`src/rtl/mem_port_arbiter.sv`:
```
// Arbitrates one single-port memory between instruction fetch and data access.
// Data wins ties until MAX_DATA_RUN back-to-back data grants, then fetch goes once.
module mem_port_arbiter #(
    parameter int ADDR_W       = 32,
    parameter int DATA_W       = 32,
    parameter int MAX_DATA_RUN = 4
) (
    input  logic                clk,
    input  logic                rst,
    input  logic                if_req,
    input  logic [ADDR_W-1:0]   if_addr,
    output logic [DATA_W-1:0]   if_rdata,
    output logic                if_ready,
    input  logic                dm_req,
    input  logic                dm_we,
    input  logic [ADDR_W-1:0]   dm_addr,
    input  logic [DATA_W-1:0]   dm_wdata,
    input  logic [DATA_W/8-1:0] dm_be,
    output logic [DATA_W-1:0]   dm_rdata,
    output logic                dm_ready,
    output logic                mem_req,
    output logic                mem_we,
    output logic [ADDR_W-1:0]   mem_addr,
    output logic [DATA_W-1:0]   mem_wdata,
    output logic [DATA_W/8-1:0] mem_be,
    input  logic [DATA_W-1:0]   mem_rdata,
    input  logic                mem_ack,
    output logic                busy
);

    localparam int BE_W = DATA_W / 8;
    localparam logic [3:0] MAX_RUN = 4'(MAX_DATA_RUN);

    typedef enum logic [1:0] {
        IDLE,
        SERVE_D,
        SERVE_I,
        DONE
    } state_t;

    state_t     state;
    state_t     state_nxt;
    logic [3:0] data_run;
    logic [3:0] run_nxt;
    logic       grant_d;
    logic       grant_i;
    logic       ack_d;
    logic       ack_i;

    always_ff @(posedge clk or negedge rst) begin
        if (!rst) begin
            state    <= IDLE;
            data_run <= '0;
        end else begin
            state    <= state_nxt;
            data_run <= run_nxt;
        end
    end

    always_comb begin
        state_nxt = state;
        grant_d   = 1'b0;
        grant_i   = 1'b0;
        ack_d     = 1'b0;
        ack_i     = 1'b0;
        run_nxt   = data_run;
        unique case (state)
            IDLE: begin
                if (dm_req && (!if_req || data_run < MAX_RUN)) begin
                    grant_d   = 1'b1;
                    state_nxt = SERVE_D;
                end else if (if_req) begin
                    grant_i   = 1'b1;
                    state_nxt = SERVE_I;
                end
            end
            SERVE_D: begin
                if (mem_ack) begin
                    ack_d     = 1'b1;
                    state_nxt = DONE;
                end
            end
            SERVE_I: begin
                if (mem_ack) begin
                    ack_i     = 1'b1;
                    state_nxt = DONE;
                end
            end
            DONE: state_nxt = IDLE;
            default: state_nxt = IDLE;
        endcase
        // The run only counts data grants that actually made fetch wait.
        if (grant_d) begin
            if (!if_req)
                run_nxt = '0;
            else if (data_run >= MAX_RUN)
                run_nxt = MAX_RUN;
            else
                run_nxt = data_run + 4'd1;
        end
        if (grant_i)
            run_nxt = '0;
    end

    always_ff @(posedge clk or negedge rst) begin
        if (!rst) begin
            mem_req   <= 1'b0;
            mem_we    <= 1'b0;
            mem_addr  <= '0;
            mem_wdata <= '0;
            mem_be    <= '0;
            if_rdata  <= '0;
            dm_rdata  <= '0;
            if_ready  <= 1'b0;
            dm_ready  <= 1'b0;
        end else begin
            if_ready <= ack_i;
            dm_ready <= ack_d;
            if (grant_d) begin
                mem_req   <= 1'b1;
                mem_we    <= dm_we;
                mem_addr  <= dm_addr;
                mem_wdata <= dm_wdata;
                mem_be    <= dm_be;
            end
            if (grant_i) begin
                mem_req   <= 1'b1;
                mem_we    <= 1'b0;
                mem_addr  <= if_addr;
                mem_wdata <= '0;
                mem_be    <= {BE_W{1'b1}};
            end
            if (ack_d || ack_i)
                mem_req <= 1'b0;
            if (ack_i)
                if_rdata <= mem_rdata;
            if (ack_d && !mem_we)
                dm_rdata <= mem_rdata;
        end
    end

    assign busy = (state != IDLE);

endmodule
```
`config.mk`:
```
export PLATFORM = sky130hd
export DESIGN_NAME = mem_port_arbiter
export DESIGN_NICKNAME = d
export VERILOG_FILES = /design/src/rtl/mem_port_arbiter.sv
export SDC_FILE = /design/constraint.sdc
export NUM_CORES = 1
export LEC_CHECK = 0
export BUFFER_PORTS_ARGS = -buffer_cell sky130_fd_sc_hd__buf_2
export CAP_MARGIN = 10
export CORE_ASPECT_RATIO = 1.75
export CORE_MARGIN = 3
export CORE_UTILIZATION = 46
export DETAILED_ROUTE_END_ITERATION = 10
export PLACE_DENSITY = 0.84
export SYNTH_ARGS = -nofsm -noshare
export SYNTH_HDL_FRONTEND = slang
export SYNTH_SLANG_ARGS = --single-unit
```
`constraint.sdc`:
```
create_clock -name clk -period 1.8 [get_ports clk]
set_clock_uncertainty 0.05 [all_clocks]
set_input_delay 0.45 -clock clk [delete_from_list [all_inputs] [get_ports clk]]
set_output_delay 0.45 -clock clk [all_outputs]
set_load 0.01 [all_outputs]
```
# After elaboration in Yosys (flattened, before gate mapping)
# Cells that the tools add are included.
[totals]
ramBits = 0
rom_bits = 0
output_inout_bits = 137
wordCells = 58
in_bits = 138
memories = 0
regBits = 142
latch_bits = 0
[op_classes]
add_sub_neg = 1
div = 0
muxes = 27
eq_ne = 5
shift = 0
mul = 0
bitwise_logic = 0
n_lt_le_gt_ge = 2
reduce_logical = 12
[ops]
columns = ["operator", "n"]
rows = [
  ["$mux 32", 4],
  ["$mux 4", 6],
  ["$mux 1", 13],
  ["$mux 2", 3],
  ["$pmux 2 s3", 1],
  ["$add 4x1->4 const B", 1],
  ["$eq 2x2->1 const B", 2],
  ["$ge 4x3->1 const B", 1],
  ["$lt 4x3->1 const B", 1],
  ["$reduce_bool 2->1", 2],
  ["$ne 3x3->1 const B", 1],
  ["$reduce_bool 3->1", 1],
  ["$eq 2x1->1 const B", 1],
  ["$logic_and 1x1->1", 2],
  ["$logic_not 1->1", 2],
  ["$logic_not 2->1", 1],
  ["$logic_or 1x1->1", 2],
  ["$ne 2x1->1 const B", 1],
  ["$reduce_and 2->1", 1],
  ["$reduce_or 2->1", 1],
]

# Longest topological paths before layout
# Gate-level depths: netlist of run 1.
[depth]
depth_word = 8
depth_mapped = 8
mapped_depth_nobuf = 5

# Worst setup path before layout of run 1
# No wires, ideal clock.
[synth_timing]
path_kind = "reg-to-reg"
startpoint = "reg state[1]"
endpoint = "reg dm_rdata[12]"
setup_time_ns = 0.125
period_less_slack_ns = 1.645
slack_ns = 0.155
t_arrival_ns = 1.470
required_ns = 1.625
path_buffers = 2
path_stages_with_launch = 8
path_cell_list = "dfrtp_1 -> inv_1 -> ha_1 -> and2_1 -> nand2b_1 -> clkbuf_1 -> buf_4 -> mux2_2"
[synth_between]
elab_chain_cells = 3
[synth_lines]
columns = ["item", "line", "rtl"]
rows = [
  ["start: declaration", "41", "state_t state;"],
  ["start signal: assignment", "55", "state <= state_nxt;"],
  ["$eq 2x1->1", "67", "unique case (state)"],
  ["$mux 1", "67", ""],
  ["named net ack_d", "47", "logic ack_d;"],
  ["$logic_and 1x1->1", "137", "if (ack_d && !mem_we)"],
  ["end signal: assignment", "138", "dm_rdata <= mem_rdata;"],
  ["end: declaration", "19", "output logic [DATA_W-1:0] dm_rdata,"],
]
# The timed path passes the listed nets, and every way through them passes these cells.
# A chain may end at the register's enable or synchronous reset.

# Worst setup path in the final report of run 1
[layout_timing]
startpoint = "reg state[0]"
endpoint = "reg dm_rdata[27]"
# Same word-level chain as after synthesis.

==> results list, run 1 <==
* Commonest register cell after synthesis: dfrtp_1
- Bufs and invs on worst path: 2
* Number of global-route vias before repair: 5126
- Among cell families on the critical path, the largest total delay comes from flip-flops.
* Final slew viol count: 0
- The placed instances occupy a cell area of approximately 7400 um^2.
- Wire length of the first global-routing pass: between 20000 and 30000 um
- The count of buffers added on input and output ports is 274.
* Library cells used by synthesis: 33
- Compound-gate portion of the synthesized area: 16.0%
* Die W: roughly 90 um
- After detailed placement, the design holds a cell count of 870.
- Routability-driven placement finished with a final weighted congestion of 0.875.
- Proportion of layout cells with a drive suffix above 1: between 50% and 60%
* Worst slew margin relative to its limit: between 60 and 70%
- The count of nets left with antenna violations once routing finished came out at 0.
* Diodes inserted: 0
- TritonCTS built the clock tree.
- For this run, the number of standard cells in the final layout without fillers is around 910.
- The number of nets in the synthesized netlist is 590.
- STA classifies the critical path endpoint as a flip-flop.
* Worst-path clk slew: 0.06 ns
- Area share of and/or/nand/nor cells after synthesis: under 10%
- Max-cap violations in this run came to 0.
- Starting utilization of the core area: 47.3%
* Leakage power of the design: a little under 4 nW
- The floorplan step defined a die boundary enclosing 13800 um^2.
* Proportion of netlist area held by the largest area contributor: between 60 and 70%
- #FFs+latches synth: around 140
- Remaining global-route overflow: 0
* Data required time at the worst endpoint: around 2.0 ns
- The H-tree generated during clock tree synthesis spans 4 levels.
- Mean post-synth cell area: ~13 um^2
- The setup path with the least slack is of type flip-flop to flip-flop.
* Highest clock frequency the design can meet: about 570 MHz
* Die H: 153 um
- Synthesis handed over a netlist of 447 instances.
- Total Negative Setup Slacks: 0 ns
- Pwr dens: about 1900 nW/um^2
- First DRT Iteration DRCs: 248
- The Yosys step of the flow raised 0 warnings.
* Final critical delay including setup and external delays: around 1.7 ns
* Hold Path Class: input pin to flip-flop
- Across the VDD grid, the largest voltage drop is about 0.96 mV.
- Highest net fanout along the worst path: 32
- Final setup vio count: 0
- The run finished with clean final reports.
- After detailed routing, the average wire length per cell comes to about 18 um.
- Post-synthesis adder-cell area fraction: 1.09%
- After Yosys synthesis, XOR and XNOR cells account for 0% of the synthesized area.
* Core utilization of the finished layout: about two thirds
* Growth of design area from synthesis to finish: 40.3%
* Number of antenna violations at the first check in global routing: 0
* Type of element launching the critical path: flip-flop
- Min setup slack post-route: roughly 0.054 ns
- Clock tree synthesis inserted a total of 17 buffers.
- For the worst-skew pair, the clock arrives at the later sink with an insertion delay of roughly 0.40 ns.
* DR pass1 iterations: 5
* Post-place setup slack: ~0.047 ns
- Leading cell types in the layout, fill and taps excluded: buf_2 (273), dfrtp_1 (142), mux2_2 (64), a31oi_1 (34), nor2_1 (34)
* Critical Path AT: about 2 ns
* Critical path, cell by cell: buf_4, ha_1, and2_1, nand2b_1, buf_12, mux2_2
* Clock Tree Buf Depth: 2
* Top-level port count: about 280
* Final worst-path cycle share: between 90% and 100%
- Cell Rows: between 50 and 60
* Largest net degree at the start of global routing: roughly 50
- Endpoints failing hold: 0
- CTS sink cnt: about 140
- The library cell used most frequently in the layout, excluding fill and tap cells, is buf_2.
- For this run, the slowest stage of the critical path takes ~0.39 ns.
* Unrepaired setup endpoints after global routing: yes
- Final Power: 15.3 mW
* Share of flip-flops with an asynchronous set or reset: 100%
* Floorplan Core Area: roughly 12000 um^2
- Largest cells by area after synthesis: dfrtp_1 (62%), mux2_2 (13%), a22o_1 (5.1%), a31oi_1 (3.7%), a21oi_1 (2.8%)
* Net total in the final layout: roughly 870
- For this run, the total global-route usage over all layers was measured as a little under a quarter.
* Multiplexer fraction of the synthesized cell area: between 10% and 20%
- Dividing the detail-routed via count by the number of cells gives around 5.4.
- Post-route cell area: ~8000 um^2
- The cell area that synthesis handed to floorplanning was 5710 um^2.
* Hold_ws: around 0.21 ns
- Area leader, netlist: dfrtp_1
* Vias after detailed routing: just under 5k
- Counting flops with a built-in enable in the synthesized netlist gives 0.
- Of the synthesized area, sequential elements account for a little over 60%.
- The tree is rooted in a clkbuf_16.
* Library cell contributing the largest single delay on the critical path: dfrtp_1
* Measured slew at the worst slew-check pin: roughly 0.47 ns
- Wire length after detailed routing: between 15000 and 20000 um
- # DRC: 0
- After synthesis, the largest family of logic cells by area is compound AO/OA/AOI/OAI gates.
* DP Wirelength: between 10000 and 15000 um
layer usage:
metal  up-vias  wire [um]  track usage (%)
met5         -          0                0
met1      2380       5640             25.2
li1       2195          -                -
met3        43       1140             5.66
met2       267       8750             41.1
met4         0        469             10.3
what timing repair did:
item                                    in CTS  in global routing
hold buffers                                 1                  0
hold endpoints to repair                    42                  0
gates resized for setup                      4                  0
setup buffers                                2                  3
endpoints found under the setup margin       1                  1
pin swaps                                    0                  1
cell usage after synthesis, drive strengths merged (2+ instances only):
cell type and count:
nor2 34, a22o 33, ha 5, o21ai 34, inv 4, a31oi 34
o31ai 2, nand2 4, buf 20, dfrtp 142, and2 3, clkbuf 18
o22a 4, a21oi 32, mux2 65
sequential cells by signal, indices dropped and copies added (netlist names):
register   flops
data_run       4
dm_rdata      32
dm_ready       1
if_rdata      32
if_ready       1
mem_addr      32
mem_be         4
mem_req        1
mem_wdata     32
mem_we         1
state          2
final timing paths:
path                       slack (ns)         start            to  cells after the start
setup / recovery                 0.05      state[0]  dm_rdata[27]                      6
max in group asynchronous        0.63           rst  mem_addr[27]                      3
hold reg to reg                  0.45  mem_wdata[4]  mem_wdata[4]                      1
min in group asynchronous        0.51           rst   if_rdata[6]                      2
setup reg to reg                 0.05      state[0]  dm_rdata[27]                      6
hold / removal                   0.21   dm_wdata[6]  mem_wdata[6]                      2
report_power, final:
group	switching, mW	internal, mW	leakage (nW)
combinational	3.16	3.02	2.00
clock	1.44	2.00	0.282
sequential	0.879	4.79	1.69
kinds of logic (layout without fill, tap and decap cells):
logic type | Yosys count | count (layout)
fa+ha+maj | 5 | 5
mux | 66 | 66
buf+inv | 43 | 339
flops | 142 | 142
compound gates | 142 | 142
simple gates | 49 | 49
cell type report:
cell class | instances | area [um^2]
tap | 165 | 206
clock buffer | 18 | 439
multi-input combinational | 262 | 1960
clock inverter | 14 | 150
inverter | 5 | 18.8
timing repair buffer | 302 | 1690
sequential | 142 | 3550
fill | 942 | 4050
(Power assumes the default switching activity.)
==> inputs of run 2 (changes only) <==
Settings changed: RECOVER_POWER set to 25.
==> results list, run 2 (synthesis results as in run 1) <==
- Counting every sink on the clock net gives between 100 and 150.
- Static timing analysis puts the maximum clock frequency at around 570 MHz.
- Non-Filler Instances: 908
* Post-place setup slack: about 0.047 ns
* Measured slew at the worst slew-check pin: approximately 0.66 ns
* Endpoints failing hold: 0
- Sequential cells account for a little under two fifths of the total power.
- Pint: 9.80 mW
- Final critical delay including setup and external delays: 1.75 ns
* Switching power: 5.47 mW
- Vias after detailed routing: ~5k
- Result of the run: complete, no violations
- The final-report max-slew violation count is 0.
- The H-tree was split into 4 levels.
- At the end of the flow the core is filled with cells to 66.1%.
- On the worst path, the slowest cell contributes a delay of ~0.39 ns.
- The clock network is responsible for 22.5% of the overall power.
- In this run the static leakage power is slightly below 4 nW.
- Highest net fanout along the worst path: 32
* Total Negative Setup Slacks: 0 ns
- Counting tap cells, the placed design contains a total of 870 instances.
- Worst flop-to-flop path startpoint: state[0]
- Proportion of layout cells with a drive suffix above 1: about 54%
* Worst slew margin relative to its limit: a little under three fifths
- Wire length after detailed routing: 16000 um
- Die W: between 90 and 100 um
- Across every metal layer, demand over resource in global routing totals 22.8%.
- Leading cell types in the layout, fill and taps excluded: buf_2 (273), dfrtp_1 (142), mux2_2 (64), a31oi_1 (34), nor2_1 (34)
- STA classifies the critical path endpoint as a flip-flop.
* Net total in the final layout: between 800 and 900
- At the end of routability-driven placement, the weighted congestion stood at 0.875.
- The floorplan step set the die height to roughly 150 um.
* Sw Share: about 36%
- For this run the aggregate overflow at the end of global routing stands at 0.
* Combinational fraction of design power: 40.3%
- DR pass1 iterations: 5
- Library cell contributing the largest single delay on the critical path: dfrtp_1
- The worst path meets setup with between 0.05 and 0.06 ns of slack.
- Compared with the post-synthesis result, the final layout area differs by 39.6%.
- # DRC: 0
- Once the floorplan was initialized, standard cells occupied between 40% and 50% of the core.
- Number of antenna violations at the first check in global routing: 0
- Dividing the detail-routed via count by the number of cells gives between 5 and 6.
- The most critical setup path has its startpoint at state[0].
- Number of violations of the max-capacitance limit: 0
- Setup slack of the worst register-to-register path: around 0.054 ns
- Critical path, cell by cell: buf_4, ha_1, and2_1, nand2b_1, buf_12, mux2_2
- The region available for standard cell placement spans 12100 um^2.
* DP Wirelength: around 12000 um
- Final worst-path cycle share: between 90% and 100%
* First DRT Iteration DRCs: 259
- Clock buffers created by TritonCTS: 17
- The worst register-to-register path ends at dm_rdata[27].
- Once detail routing completed, the nets flagged for antenna violations numbered 0.
* Critical path class: flip-flop to flip-flop
- Endpoint of the worst setup timing path: dm_rdata[27]
* Number of global-route vias before repair: around 5.1k
- The longest clock path from root to sink contains 2 buffers.
* Register-to-Register Path Depth: 6
- In this run the core area contains between 50 and 60 standard-cell rows.
* Number of port buffers: around 270
- The floorplan step defined a die boundary enclosing between 10000 and 15000 um^2.
- Entering global routing, the biggest net connects just under 50 pins.
* Diodes inserted: 0
- Dividing the detail-routed wire length by the instance count gives roughly 18 um.
- Leaving out fill and tap cells, the most frequent cell in the layout is buf_2.
- Root cell of the clock tree: clkbuf_16
- Clock-pin slew was measured on the worst setup and hold paths at 0.06 ns.
- VDD IR max: slightly below 1 mV
* Final setup vio count: 0
- The first global-routing pass estimated ~25000 um of wire.
- Pin placement for this block handled roughly 280 I/O pins.
* Data required time at the worst endpoint: just over 2 ns
* Hold Path Class: input pin to flip-flop
- In this run the power density over the cells is 1910 nW/um^2.
- TritonCTS clock tree: yes
- Setup repair after global routing could not meet its margin everywhere.
* Critical Path AT: 1.98 ns
- STA classifies the critical path startpoint as a flip-flop.
* Later-pin clock latency in the skew report: 0.40 ns
-- run 2: cell types whose count changed in the layout (fill, tap and decap cells not counted) --
cell,change
buf_4,-2
buf_6,-1
clkbuf_4,+1
buf_12,-2
clkbuf_1,+4
-- run 2: what timing repair did --
action | in CTS | in global routing
hold buffers | 1 | 0
pin swaps | 0 | 1
buffers inserted | 2 | 3
hold endpoints to repair | 42 | 0
gates resized for setup | 4 | 0
setup endpoints to repair | 1 | 1
-- run 2: area by class of cell --
cell class | count | area [um^2]
Clock inverter | 14 | 150
Tap cell | 165 | 206
Sequential cell | 142 | 3550
Fill cell | 949 | 4090
Timing Repair Buffer | 302 | 1650
Clock buffer | 18 | 439
Inverter | 5 | 18.8
Multi-Input combinational cell | 262 | 1960
-- run 2: worst max-delay path, delay by kind of cell, from the launching register on --
kind | cells | cell delay [ns]
buffers and inverters | 2 | 0.36
multiplexers | 1 | 0.37
AND/OR/NAND/NOR | 2 | 0.28
adder cells (fa/ha/maj) | 1 | 0.18
flip-flops | 1 | 0.39
-- run 2: worst min-delay path by stage --
stage	slack [ns]	cells past startpoint	endpoint	start
floorplan	0.10	0	data_run[0]	rst
detailed placement	0.37	1	if_rdata[6]	rst
CTS	0.20	2	mem_wdata[6]	dm_wdata[6]
finish	0.21	2	mem_be[1]	dm_be[1]
global route	0.20	2	mem_be[3]	dm_be[3]
global placement	0.37	1	if_rdata[0]	rst
-- run 2: stage by stage --
step                cell area [um^2]  hold slack (ns)  power [mW]
floorplan                       5710            0.104        9.01
global placement                7370            0.368        11.4
detailed placement              7370            0.372        11.8
CTS                             8000            0.197        15.4
global route                    7980            0.197        16.1
finish                          7980            0.213        15.3
-- run 2: per-layer routing --
layer | routed length [um] | track usage [%]
met5 | 0 | 0
met4 | 450 | 10.3
met3 | 1170 | 5.66
met2 | 8740 | 41.1
met1 | 5630 | 25.2
-- run 2: power groups by stage --
stage	sequential (mW)	combinational [mW]	clock, mW
detailed placement	5.70	6.10	0
finish	5.67	6.16	3.44
CTS	5.68	6.18	3.51
global route	5.84	6.65	3.66
global placement	5.62	5.81	0
floorplan	6.33	2.68	0
==> inputs of run 3 (changes only) <==
Settings changed: CORE_MARGIN 3 to not set, CORE_UTILIZATION 46 to 42, PLACE_DENSITY 0.84 to 0.81.
Clock period 1.8 ns to 1.5 ns, I/O delays scaled along.
==> results list, run 3 (synthesis results as in run 1) <==
* Critical path class: flip-flop to flip-flop
- IR analysis of the VDD net gives a maximum drop of roughly 1.2 mV.
* Routed length on met1: 6900 um
- The die covers 14100 um^2.
- In this run the horizontal extent of the chip is about 90 um.
- Cells with a size suffix above 1 make up between 60 and 70% of the layout.
- Final slew viol count: 0
- The number of global-route vias before repair was about 5.1k.
- Critical Path AT: 1.92 ns
- Using the TritonRoute via totals, the vias-per-cell ratio works out to about 5.4.
- The total overflow left after global routing is 0.
- Port buffering added about 270 buffers.
* Wire length on met3: 852 um
* Sw Share: 35.5%
* Top-level port count: ~280
* Number of antenna violations at the first check in global routing: 0
- Pint: between 10 and 15 mW
- The H-tree was split into 4 levels.
* Highest clock frequency the design can meet: approximately 600 MHz
- The routed layout has around 5.1k vias.
- Combinational logic is responsible for 47.8% of the overall power.
- After detailed routing, the average wire length per cell comes to about 19 um.
- Leakage power of the design: approximately 4.6 nW
- Pwr dens: around 2300 nW/um^2
- Worst-path clk slew: approximately 0.07 ns
- Routability Congestion: between 0.7 and 0.8
- CTS sink cnt: around 140
- The min-delay analysis places its worst path in the category input pin to flip-flop.
* Leading cell type in the layout, fill and taps excluded: buf_2
* Largest net degree at the start of global routing: slightly above 40
* Die H: roughly 160 um
- Measured slew at the worst slew-check pin: 0.925 ns
- Later-pin clock latency in the skew report: around 0.4 ns
- In the layout the commonest cells are buf_2 (272), dfrtp_1 (142), mux2_4 (55), nor2_1 (33), a22o_1 (33).
- Detailed routing placed a total of roughly 10000 um of wire on met2.
- At the worst endpoint, the required time is 1.74 ns.
- Once the floorplan was initialized, standard cells occupied 42.9% of the core.
- Clock buffers created by TritonCTS: 17
- Tracing the worst setup path back leads to its startpoint at state[1].
- Highest Signal Layer: met4
* Final setup vio count: ~110
- Final worst-path cycle share: 111%
* DP Wirelength: 10700 um
* Floorplan Core Area: 13300 um^2
- The endpoint identified for the worst register-to-register timing path is dm_rdata[28].
- The share of total power dissipated in the clock network is between 15 and 20%.
- The most critical setup path has its endpoint at dm_rdata[28].
- TritonCTS built the clock tree.
- For the final routed database, the setup TNS stands at -9.79 ns.
* All-Layer GR Usage: about a quarter
- For this run, design rule violations remaining after detail routing come to 0.
- OpenSTA, run right after detailed placement, puts the worst setup slack at -0.0847 ns.
- The first TritonRoute pass finished after 4 iterations.
* Diodes inserted: 0
* Endpoints failing hold: 0
* Setup slack of the worst register-to-register path: -0.17 ns
* Min setup slack post-route: -0.172 ns
* Failing checks: setup timing
- Clock Tree Buf Depth: 2
- Unrepaired setup endpoints after global routing: yes
- STA classifies the critical path endpoint as a flip-flop.
* Worst flop-to-flop path startpoint: state[1]
* Worst slew margin relative to its limit: 38.3%
- In this run the worst path has a maximum fanout of 8.
- The run finished, with violations left.
* Switching power: 7.47 mW
* Wire length after detailed routing: ~18000 um
- Register-to-Register Path Depth: 8
- Cell Rows: 56
- Root cell of the clock tree: clkbuf_16
- Type of element launching the critical path: flip-flop
- First DRT Iteration DRCs: approximately 210
- Remaining antenna violation count: 0
- Sequential fraction of design power: approximately 32%
- Number of violations of the max-capacitance limit: 0
- The area growth from synthesis to layout is 61.4%.
- Net total in the final layout: 904
- The smallest clock period supported by the final layout is computed as around 1.7 ns.
- Wire length of the first global-routing pass: approximately 27000 um
-- run 3: per-stage QoR --
stage / hold slack (ns) / total power, mW / std cells / cell area [um^2] / utilization [%]
global route: 0.108 / 22.2 / 948 / 9220 / 69.3
global placement: 0.238 / 14.2 / 887 / 7600 / 57.1
finish: 0.127 / 21.0 / 948 / 9220 / 69.3
CTS: 0.104 / 20.2 / 940 / 8820 / 66.3
floorplan: 0.0294 / 11.2 / 447 / 5860 / -
detailed placement: 0.239 / 14.5 / 887 / 7600 / 57.1
-- run 3: worst min-delay path by stage --
stage / slack [ns] / startpoint / depth (start not counted) / to
final: 0.13 / dm_wdata[2] / 2 / mem_wdata[2]
after global routing: 0.11 / dm_wdata[2] / 2 / mem_wdata[2]
after CTS: 0.10 / dm_wdata[10] / 2 / mem_wdata[10]
after detailed placement: 0.24 / rst / 1 / if_rdata[8]
after global placement: 0.24 / rst / 1 / dm_rdata[8]
after floorplan: 0.03 / rst / 0 / data_run[0]
-- run 3: timing repair --
action	CTS	global route
endpoints found under the setup margin	101	140
endpoints found under the hold margin	28	0
hold buffers	1	0
pin swaps	43	46
setup buffers	14	7
cloned	8	7
gates resized for setup	62	69
-- run 3: layer usage --
layer  vias up  GRT usage [%]
met4         0           9.29
met5         -              0
li1       2262              -
met2       241           43.5
met1      2554           29.1
met3        36           4.47
-- run 3: critical path, cell delays in order (launching register included) --
cell	delay, ns
dfrtp_1	0.39
inv_2	0.09
buf_6	0.11
ha_4	0.11
and2_4	0.15
nand2b_4	0.08
buf_12	0.14
buf_12	0.14
mux2_4	0.30
-- run 3: power by group through the flow --
stage,combinational [mW],sequential [mW],clock [mW]
finish,10.0,6.81,4.17
detailed placement,7.73,6.77,0
CTS,9.16,6.76,4.26
global placement,7.48,6.72,0
floorplan,3.54,7.62,0
global route,10.7,7.02,4.45
-- run 3: area by class of cell --
class | instances | area [um^2]
fillers | 997 | 4090
flip-flops and latches | 142 | 3550
multi-input cells | 262 | 2530
repair buffers | 333 | 2310
clock buffers | 18 | 439
well taps | 174 | 218
clock inverters | 14 | 148
inverters | 5 | 26.3
